<file path="src/rtl/sha256_pkg.sv">
// Shared types and constants for the SHA-256 block loader and its core sequencer.
package sha256_pkg;

  localparam int MSG_WORDS  = 16;
  localparam int HASH_WORDS = 8;
  localparam int WORD_W     = 32;

  localparam int MSG_IDX_W  = $clog2(MSG_WORDS);
  localparam int HASH_IDX_W = $clog2(HASH_WORDS);
  localparam int MSG_W      = MSG_WORDS * WORD_W;
  localparam int HASH_W     = HASH_WORDS * WORD_W;

  // Sticky error flag positions
  localparam int ERR_W       = 2;
  localparam int ERR_PROTO   = 0;  // start on incomplete block, or write while busy
  localparam int ERR_TIMEOUT = 1;  // core never raised ready

  typedef enum logic [1:0] {
    ST_IDLE,
    ST_CORE_RST,
    ST_WAIT_RDY,
    ST_DONE
  } state_e;

  // One-hot mask bit for a message word index
  function automatic logic [MSG_WORDS-1:0] word_bit(input logic [MSG_IDX_W-1:0] idx);
    word_bit      = '0;
    word_bit[idx] = 1'b1;
  endfunction

endpackage

</file>
<file path="src/rtl/sha256_block_loader_if.sv">
// Software-facing register bus of the SHA-256 block loader.
interface sha256_block_loader_if;
  import sha256_pkg::*;

  logic                  wr_en;
  logic [MSG_IDX_W-1:0]  wr_idx;
  logic [WORD_W-1:0]     wr_data;
  logic                  start;
  logic [HASH_IDX_W-1:0] rd_idx;
  logic [WORD_W-1:0]     rd_data;
  logic                  busy;
  logic                  done;
  logic [ERR_W-1:0]      err;

  modport master (
    output wr_en, wr_idx, wr_data, start, rd_idx,
    input  rd_data, busy, done, err
  );

  modport slave (
    input  wr_en, wr_idx, wr_data, start, rd_idx,
    output rd_data, busy, done, err
  );

endinterface

</file>
<file path="src/rtl/sha256_core_seq.sv">
// Drives the hash core's reset/ready handshake for one run, with a ready timeout.
//
//   state        | meaning
//   -------------+-----------------------------------------------------------
//   ST_IDLE      | no run yet, or last run timed out; core held in reset
//   ST_CORE_RST  | core_reset held high for RST_CYCLES cycles; ready ignored
//   ST_WAIT_RDY  | core released; waiting for ready, bounded by TIMEOUT
//   ST_DONE      | last run captured a digest; core held in reset
module sha256_core_seq
  import sha256_pkg::*;
#(
  parameter int unsigned RST_CYCLES = 2,
  parameter int unsigned TIMEOUT    = 1024
) (
  input  logic clk,
  input  logic reset,
  input  logic start_i,       // accepted start from the loader
  input  logic core_ready_i,
  output logic core_reset_o,
  output logic done_o,        // one-cycle strobe: capture core_hash this edge
  output logic timeout_o      // one-cycle strobe: run aborted this edge
);

  // The counter also times the reset phase, so it must hold at least RST_CYCLES-1.
  localparam int TMO_W = $clog2(TIMEOUT + 1);
  localparam int CNT_W = (TMO_W > 4) ? TMO_W : 4;
  localparam logic [CNT_W-1:0] RST_LAST = CNT_W'(RST_CYCLES - 1);
  localparam logic [CNT_W-1:0] CNT_MAX  = CNT_W'(TIMEOUT);
  localparam logic [CNT_W-1:0] CNT_ONE  = CNT_W'(1);

  state_e           state_q, state_d;
  logic [CNT_W-1:0] cnt_q, cnt_d;
  logic             core_reset_q, core_reset_d;

  // Next-state, counter and handshake strobes
  always_comb begin
    state_d      = state_q;
    cnt_d        = cnt_q;
    core_reset_d = core_reset_q;
    done_o       = 1'b0;
    timeout_o    = 1'b0;
    unique case (state_q)
      ST_IDLE, ST_DONE: begin
        if (start_i) begin
          state_d      = ST_CORE_RST;
          cnt_d        = '0;
          core_reset_d = 1'b1;
        end
      end
      ST_CORE_RST: begin
        if (cnt_q == RST_LAST) begin
          state_d      = ST_WAIT_RDY;
          cnt_d        = '0;
          core_reset_d = 1'b0;
        end else begin
          cnt_d = cnt_q + CNT_ONE;
        end
      end
      ST_WAIT_RDY: begin
        // The first cycle with core_reset low is skipped: the core has not
        // yet seen its reset released, so ready may still be stale.
        if ((cnt_q != '0) && core_ready_i) begin
          done_o       = 1'b1;
          state_d      = ST_DONE;
          core_reset_d = 1'b1;
        end else if (cnt_q == CNT_MAX) begin
          timeout_o    = 1'b1;
          state_d      = ST_IDLE;
          core_reset_d = 1'b1;
        end else begin
          cnt_d = cnt_q + CNT_ONE;
        end
      end
      default: begin
        state_d      = ST_IDLE;
        core_reset_d = 1'b1;
      end
    endcase
  end

  // State registers; reset re-holds the core in reset
  always_ff @(posedge clk) begin
    if (reset) begin
      state_q      <= ST_IDLE;
      cnt_q        <= '0;
      core_reset_q <= 1'b1;
    end else begin
      state_q      <= state_d;
      cnt_q        <= cnt_d;
      core_reset_q <= core_reset_d;
    end
  end

  assign core_reset_o = core_reset_q;

endmodule

</file>
<file path="src/rtl/sha256_block_loader.sv">
// Bus front end for the SHA-256 core: assembles a 512-bit block from word
// writes, launches a hash run and holds the resulting digest for readback.
module sha256_block_loader
  import sha256_pkg::*;
#(
  parameter int unsigned RST_CYCLES = 2,
  parameter int unsigned TIMEOUT    = 1024
) (
  input  logic                clk,
  input  logic                reset,
  sha256_block_loader_if.slave bus,
  output logic [MSG_W-1:0]    core_message,
  output logic                core_reset,
  input  logic                core_ready,
  input  logic [HASH_W-1:0]   core_hash
);

  // Word 0 sits in the top slot so the packed block is MSB-first.
  localparam logic [MSG_IDX_W-1:0]  LAST_MSG  = MSG_IDX_W'(MSG_WORDS - 1);
  localparam logic [HASH_IDX_W-1:0] LAST_HASH = HASH_IDX_W'(HASH_WORDS - 1);

  logic [MSG_WORDS-1:0][WORD_W-1:0]  msg_q, msg_d;
  logic [HASH_WORDS-1:0][WORD_W-1:0] digest_q, digest_d;
  logic [MSG_WORDS-1:0]              mask_q, mask_d;
  logic                              busy_q, busy_d;
  logic                              done_q, done_d;
  logic [ERR_W-1:0]                  err_q, err_d;

  logic [MSG_WORDS-1:0] wr_mask;
  logic                 seq_start;
  logic                 seq_done;
  logic                 seq_timeout;

  // Word writes, start qualification and run completion bookkeeping
  always_comb begin
    msg_d     = msg_q;
    digest_d  = digest_q;
    mask_d    = mask_q;
    busy_d    = busy_q;
    done_d    = done_q;
    err_d     = err_q;
    seq_start = 1'b0;
    wr_mask   = bus.wr_en ? word_bit(bus.wr_idx) : '0;

    if (busy_q) begin
      // The block under hash must not change; start is silently dropped.
      if (bus.wr_en) begin
        err_d[ERR_PROTO] = 1'b1;
      end
      if (seq_done) begin
        digest_d = core_hash;
        mask_d   = '0;
        busy_d   = 1'b0;
        done_d   = 1'b1;
      end
      if (seq_timeout) begin
        err_d[ERR_TIMEOUT] = 1'b1;
        busy_d             = 1'b0;
        done_d             = 1'b0;
      end
    end else begin
      if (bus.wr_en) begin
        msg_d[LAST_MSG - bus.wr_idx] = bus.wr_data;
        mask_d                       = mask_q | wr_mask;
      end
      // A write in the same cycle as start counts toward completeness.
      if (bus.start) begin
        if ((mask_q | wr_mask) == {MSG_WORDS{1'b1}}) begin
          seq_start = 1'b1;
          busy_d    = 1'b1;
          done_d    = 1'b0;
          err_d     = '0;
        end else begin
          err_d[ERR_PROTO] = 1'b1;
        end
      end
    end
  end

  // Loader registers
  always_ff @(posedge clk) begin
    if (reset) begin
      msg_q    <= '0;
      digest_q <= '0;
      mask_q   <= '0;
      busy_q   <= 1'b0;
      done_q   <= 1'b0;
      err_q    <= '0;
    end else begin
      msg_q    <= msg_d;
      digest_q <= digest_d;
      mask_q   <= mask_d;
      busy_q   <= busy_d;
      done_q   <= done_d;
      err_q    <= err_d;
    end
  end

  sha256_core_seq #(
    .RST_CYCLES (RST_CYCLES),
    .TIMEOUT    (TIMEOUT)
  ) u_core_seq (
    .clk          (clk),
    .reset        (reset),
    .start_i      (seq_start),
    .core_ready_i (core_ready),
    .core_reset_o (core_reset),
    .done_o       (seq_done),
    .timeout_o    (seq_timeout)
  );

  assign core_message = msg_q;
  assign bus.rd_data  = digest_q[LAST_HASH - bus.rd_idx];
  assign bus.busy     = busy_q;
  assign bus.done     = done_q;
  assign bus.err      = err_q;

endmodule

</file>
<file path="src/flat_wrapper.sv">
// flat-port wrapper written by rule: the top's interface ports become plain ports
module sha256_block_loader_flat import sha256_pkg::*;
#(
  parameter int unsigned RST_CYCLES = 2,
  parameter int unsigned TIMEOUT    = 1024
)
  (clk, reset, core_message, core_reset, core_ready, core_hash, bus_wr_en, bus_wr_idx, bus_wr_data, bus_start, bus_rd_idx, bus_rd_data, bus_busy, bus_done, bus_err);
  sha256_block_loader_if bus_i ();
  input  logic clk;
  input  logic reset;
  output logic [MSG_W-1:0] core_message;
  output logic core_reset;
  input  logic core_ready;
  input  logic [HASH_W-1:0] core_hash;
  input wire logic [$bits(bus_i.wr_en)-1:0] bus_wr_en;
  input wire logic [$bits(bus_i.wr_idx)-1:0] bus_wr_idx;
  input wire logic [$bits(bus_i.wr_data)-1:0] bus_wr_data;
  input wire logic [$bits(bus_i.start)-1:0] bus_start;
  input wire logic [$bits(bus_i.rd_idx)-1:0] bus_rd_idx;
  output wire logic [$bits(bus_i.rd_data)-1:0] bus_rd_data;
  output wire logic [$bits(bus_i.busy)-1:0] bus_busy;
  output wire logic [$bits(bus_i.done)-1:0] bus_done;
  output wire logic [$bits(bus_i.err)-1:0] bus_err;
  assign bus_i.wr_en = bus_wr_en;
  assign bus_i.wr_idx = bus_wr_idx;
  assign bus_i.wr_data = bus_wr_data;
  assign bus_i.start = bus_start;
  assign bus_i.rd_idx = bus_rd_idx;
  assign bus_rd_data = bus_i.rd_data;
  assign bus_busy = bus_i.busy;
  assign bus_done = bus_i.done;
  assign bus_err = bus_i.err;
  sha256_block_loader #(.RST_CYCLES(RST_CYCLES), .TIMEOUT(TIMEOUT)) u_core (.clk(clk), .reset(reset), .bus(bus_i), .core_message(core_message), .core_reset(core_reset), .core_ready(core_ready), .core_hash(core_hash));
endmodule
</file>
<file path="config.mk">
export PLATFORM = sky130hd
export DESIGN_NAME = sha256_block_loader_flat
export DESIGN_NICKNAME = d
export VERILOG_FILES = /design/src/rtl/sha256_pkg.sv /design/src/rtl/sha256_block_loader_if.sv /design/src/rtl/sha256_core_seq.sv /design/src/rtl/sha256_block_loader.sv /design/src/flat_wrapper.sv
export SDC_FILE = /design/constraint.sdc
export NUM_CORES = 2
export LEC_CHECK = 0
export CORE_AREA = 2 2 335 337
export DETAILED_ROUTE_END_ITERATION = 7
export DIE_AREA = 0 0 337 339
export HOLD_SLACK_MARGIN = 0.15
export MAX_ROUTING_LAYER = met4
export SYNTH_ARGS = -nofsm -noshare
export SYNTH_HDL_FRONTEND = slang
export SYNTH_HIERARCHICAL = 1
export SYNTH_SLANG_ARGS = --single-unit
</file>
<file path="constraint.sdc">
create_clock -name clk -period 6.5 [get_ports clk]
set_input_delay 0.975 -clock clk [delete_from_list [all_inputs] [get_ports clk]]
set_output_delay 0.975 -clock clk [all_outputs]
set_load 0.03 [all_outputs]
</file>
==> reports/qor.yml <==
logic_synthesis:
  yosys.area_share.adder: 0.00206
  yosys-top-cells-area: "dfxtp_1 53%, nand2_1 19%, a21oi_1 13%, mux4_2 4.8%, clkbuf_1 3.5%"
  synth_area_sq_um: 30300
  synth_largest_area_cell: "dfxtp_1"
  yosys.cell_count.top_type: "nand2_1"
  syn_inst: 3767
  synth_top_area_share: 0.530
  synth_nets: 4072
  muxShareOfSynthArea: 0.0608
  synth-async-reset-ratio: 0
  synth_compound_area_frac: 0.144
  synth-xor-area-share: 0
  synth_edf_count: 0
  synth_top_family_by_area: "simple AND/OR/NAND/NOR gates"
  synth_simple_gate_area_frac: 0.217
  synth.distinct_cells: 61
  ys_ff_latch: 802
  avgSynthCellArea_sq_um: 8.04
  ys_warn_count: 6
  synth_top_flop_cell: "dfxtp_1"
  seq_area_frac_synth: 0.530
  synth_common_cells: "1,555 x nand2_1, 802 x dfxtp_1, 776 x a21oi_1"
setup_path:
  cp_cell_sequence: "buf_4 -> buf_4 -> mux4_2 -> mux2_2 -> clkdlybuf4s50_1"
  cpPeakStageDelay_ns: 0.82
  critPathSlowestCell: "buf_4"
  crit_required_ns: 5.52
  cp-end-kind: "primary output"
  start_kind: "input pin"
  crit_fanout: 58
  worstSetupPathType: "input pin to primary output"
  cp.arrival_ns: 3.63
  path_common_cell: "buf_4"
sta:
  finalHoldViolations: 0
  worst_slew_pin_slew_ns: 1.30
  fin_skew_ns: 0.0244
  slew_headroom: 0.127
  slew_viol_final: 0
  finalSetupTns_ns: 0
  fmax_mhz: 217
  rsz0062_at_grt: "no"
  final.period_utilization: 0.709
  finalCriticalPeriod_ns: 4.61
  setup_viol: 0
clocking:
  cts.sinks: 802
  cts_tree: "yes"
  clk_pin_slew_worst_paths_ns: 0.06
  htreeDepth: 3
  cts_made_buffers: 92
  cts_hold_buf: 0
  root_buffer: "clkbuf_16"
  cts_resized: 0
  clock_path_buffers: 3
  clock_latency_ns: 0.66
  post_cts_buffers: 0
finish:
  drive_gt1_frac: 0.0746
  final_nets: 4717
  syn_to_final_growth_pct: 41.2
  post-route-util: 0.388
  stdcell_area_sq_um: 42800
  fillers: 11200
  final_cells: 5985
floorplanning:
  dieArea_sq_um: 114000
  start_util: 0.275
  ioPinCount: 849
  rows: 122
  dieHeight_um: 339
  coreArea_sq_um: 110000
  die_w_um: 337
global_route:
  overflow: 0
  grt_antenna_before_repair: 17
  track_usage: 0.234
  grt_pass1_vias: 27100
  grt_max_degree: 200
  grt_pass1_wl_um: 191000
pwr:
  power_density_nw_per_um2: 254
  leakage_nw: 13.8
  design_power_total_mw: 10.9
  irDropWorstVdd_uv: 216
route:
  dr.pass1.iters: 6
  routed_via_density: 4.81
  postRouteAntennaNets: 0
  drt-total-wl_um: 136000
  wire_per_inst_um: 22.7
  drc_errors: 0
  drt_iter0_drc: 2150
  dr_total_vias: 28800
placement:
  placed_area_sq_um: 39800
  io_buffers: 848
  routabilityCongestion: 0.950
  placed_cells: 5806
  hpwl_um: 94500
outcome:
  status: "finished clean"
run:
  cap_viol_max_count: 0
min_path:
  hold_class: "flip-flop to flip-flop"
-- critical path: cells and delay by family --
kind	cells	cell delay, ns
mux	2	0.84
buf+inv	3	1.76
-- per-layer routing --
| layer | track usage | vias to the layer above | share of wire |
|---|---|---|---|
| met5 | - | - | 0 |
| met2 | 0.372 | 1181 | 0.47 |
| met4 | 0.143 | 0 | 0.069 |
| li1 | - | 13600 | - |
| met1 | 0.252 | 13700 | 0.37 |
| met3 | 0.0747 | 279 | 0.092 |
-- layout make-up --
cell class,count,area [sq um],area share
timing repair buffer,894,8860,0.207
multi-input combinational,2606,12900,0.302
clock buffer,133,2670,0.0623
clock inverter,29,313,0.00731
sequential,802,16100,0.375
inverter,16,60.1,0.00140
tap,1488,1860,0.0435
antenna,17,42.5,0.000994
-- cell usage in the layout (no fill, tap or decap), types with 6 or more instances in the layout --
cell type	synthesis	routed
o32ai_1	7	7
clkbuf_8	0	21
clkinv_2	0	11
buf_2	36	6
inv_1	14	14
buf_4	4	43
nand3_2	1	6
clkdlybuf4s50_1	0	840
nand4_1	8	8
a21oi_1	776	776
o21a_1	14	14
mux2_2	32	32
clkbuf_1	280	20
nand3_1	20	15
mux4_2	64	64
nor2_1	19	9
a31oi_1	6	6
nor2_4	0	6
nand2_1	1555	1554
dfxtp_1	802	802
nor2b_1	8	8
clkbuf_16	0	92
diode_2	0	17
-- sequential cells by signal, indices dropped and copies added (netlist names) --
register                        count
u_core/core_message               512
u_core/u_core_seq/core_reset_o      1
u_core/bus.busy                     1
u_core/u_core_seq/cnt_q            11
u_core/digest_q                   256
u_core/bus.done                     1
u_core/bus.err                      2
u_core/mask_q                      16
u_core/u_core_seq/state_q           2
-- path summary, 6_finish.rpt --
kind,from,endpoint,slack [ns],cells after the start
worst max-delay path,bus_rd_idx[0],bus_rd_data[17],1.89,5
worst min-delay path,u_core/core_message[161],u_core/core_message[161],0.45,2
worst min register to register,u_core/core_message[161],u_core/core_message[161],0.45,2
worst max register to register,u_core/u_core_seq/cnt_q[5],u_core/digest_q[182],3.09,6
-- kinds of logic after synthesis --
group                    after synthesis
AND/OR/NAND/NOR                     1665
AO/OA/AOI/OAI                        836
flip-flops                           802
multiplexers                         100
adder cells (fa/ha/maj)                5
buffers and inverters                359
-- report_power, final --
part	switching (mW)	internal, mW
registers	0.0212	4.96
logic	0.441	0.287
clock network	2.21	2.94
total	2.67	8.19
-- through the flow --
stage	hold slack [ns]	worst slack, ns
floorplan	0.432	2.99
global placement	0.440	1.86
detailed placement	0.444	1.85
CTS	0.452	1.84
global route	0.465	1.70
finish	0.450	1.89
(Power assumes the default switching activity.)
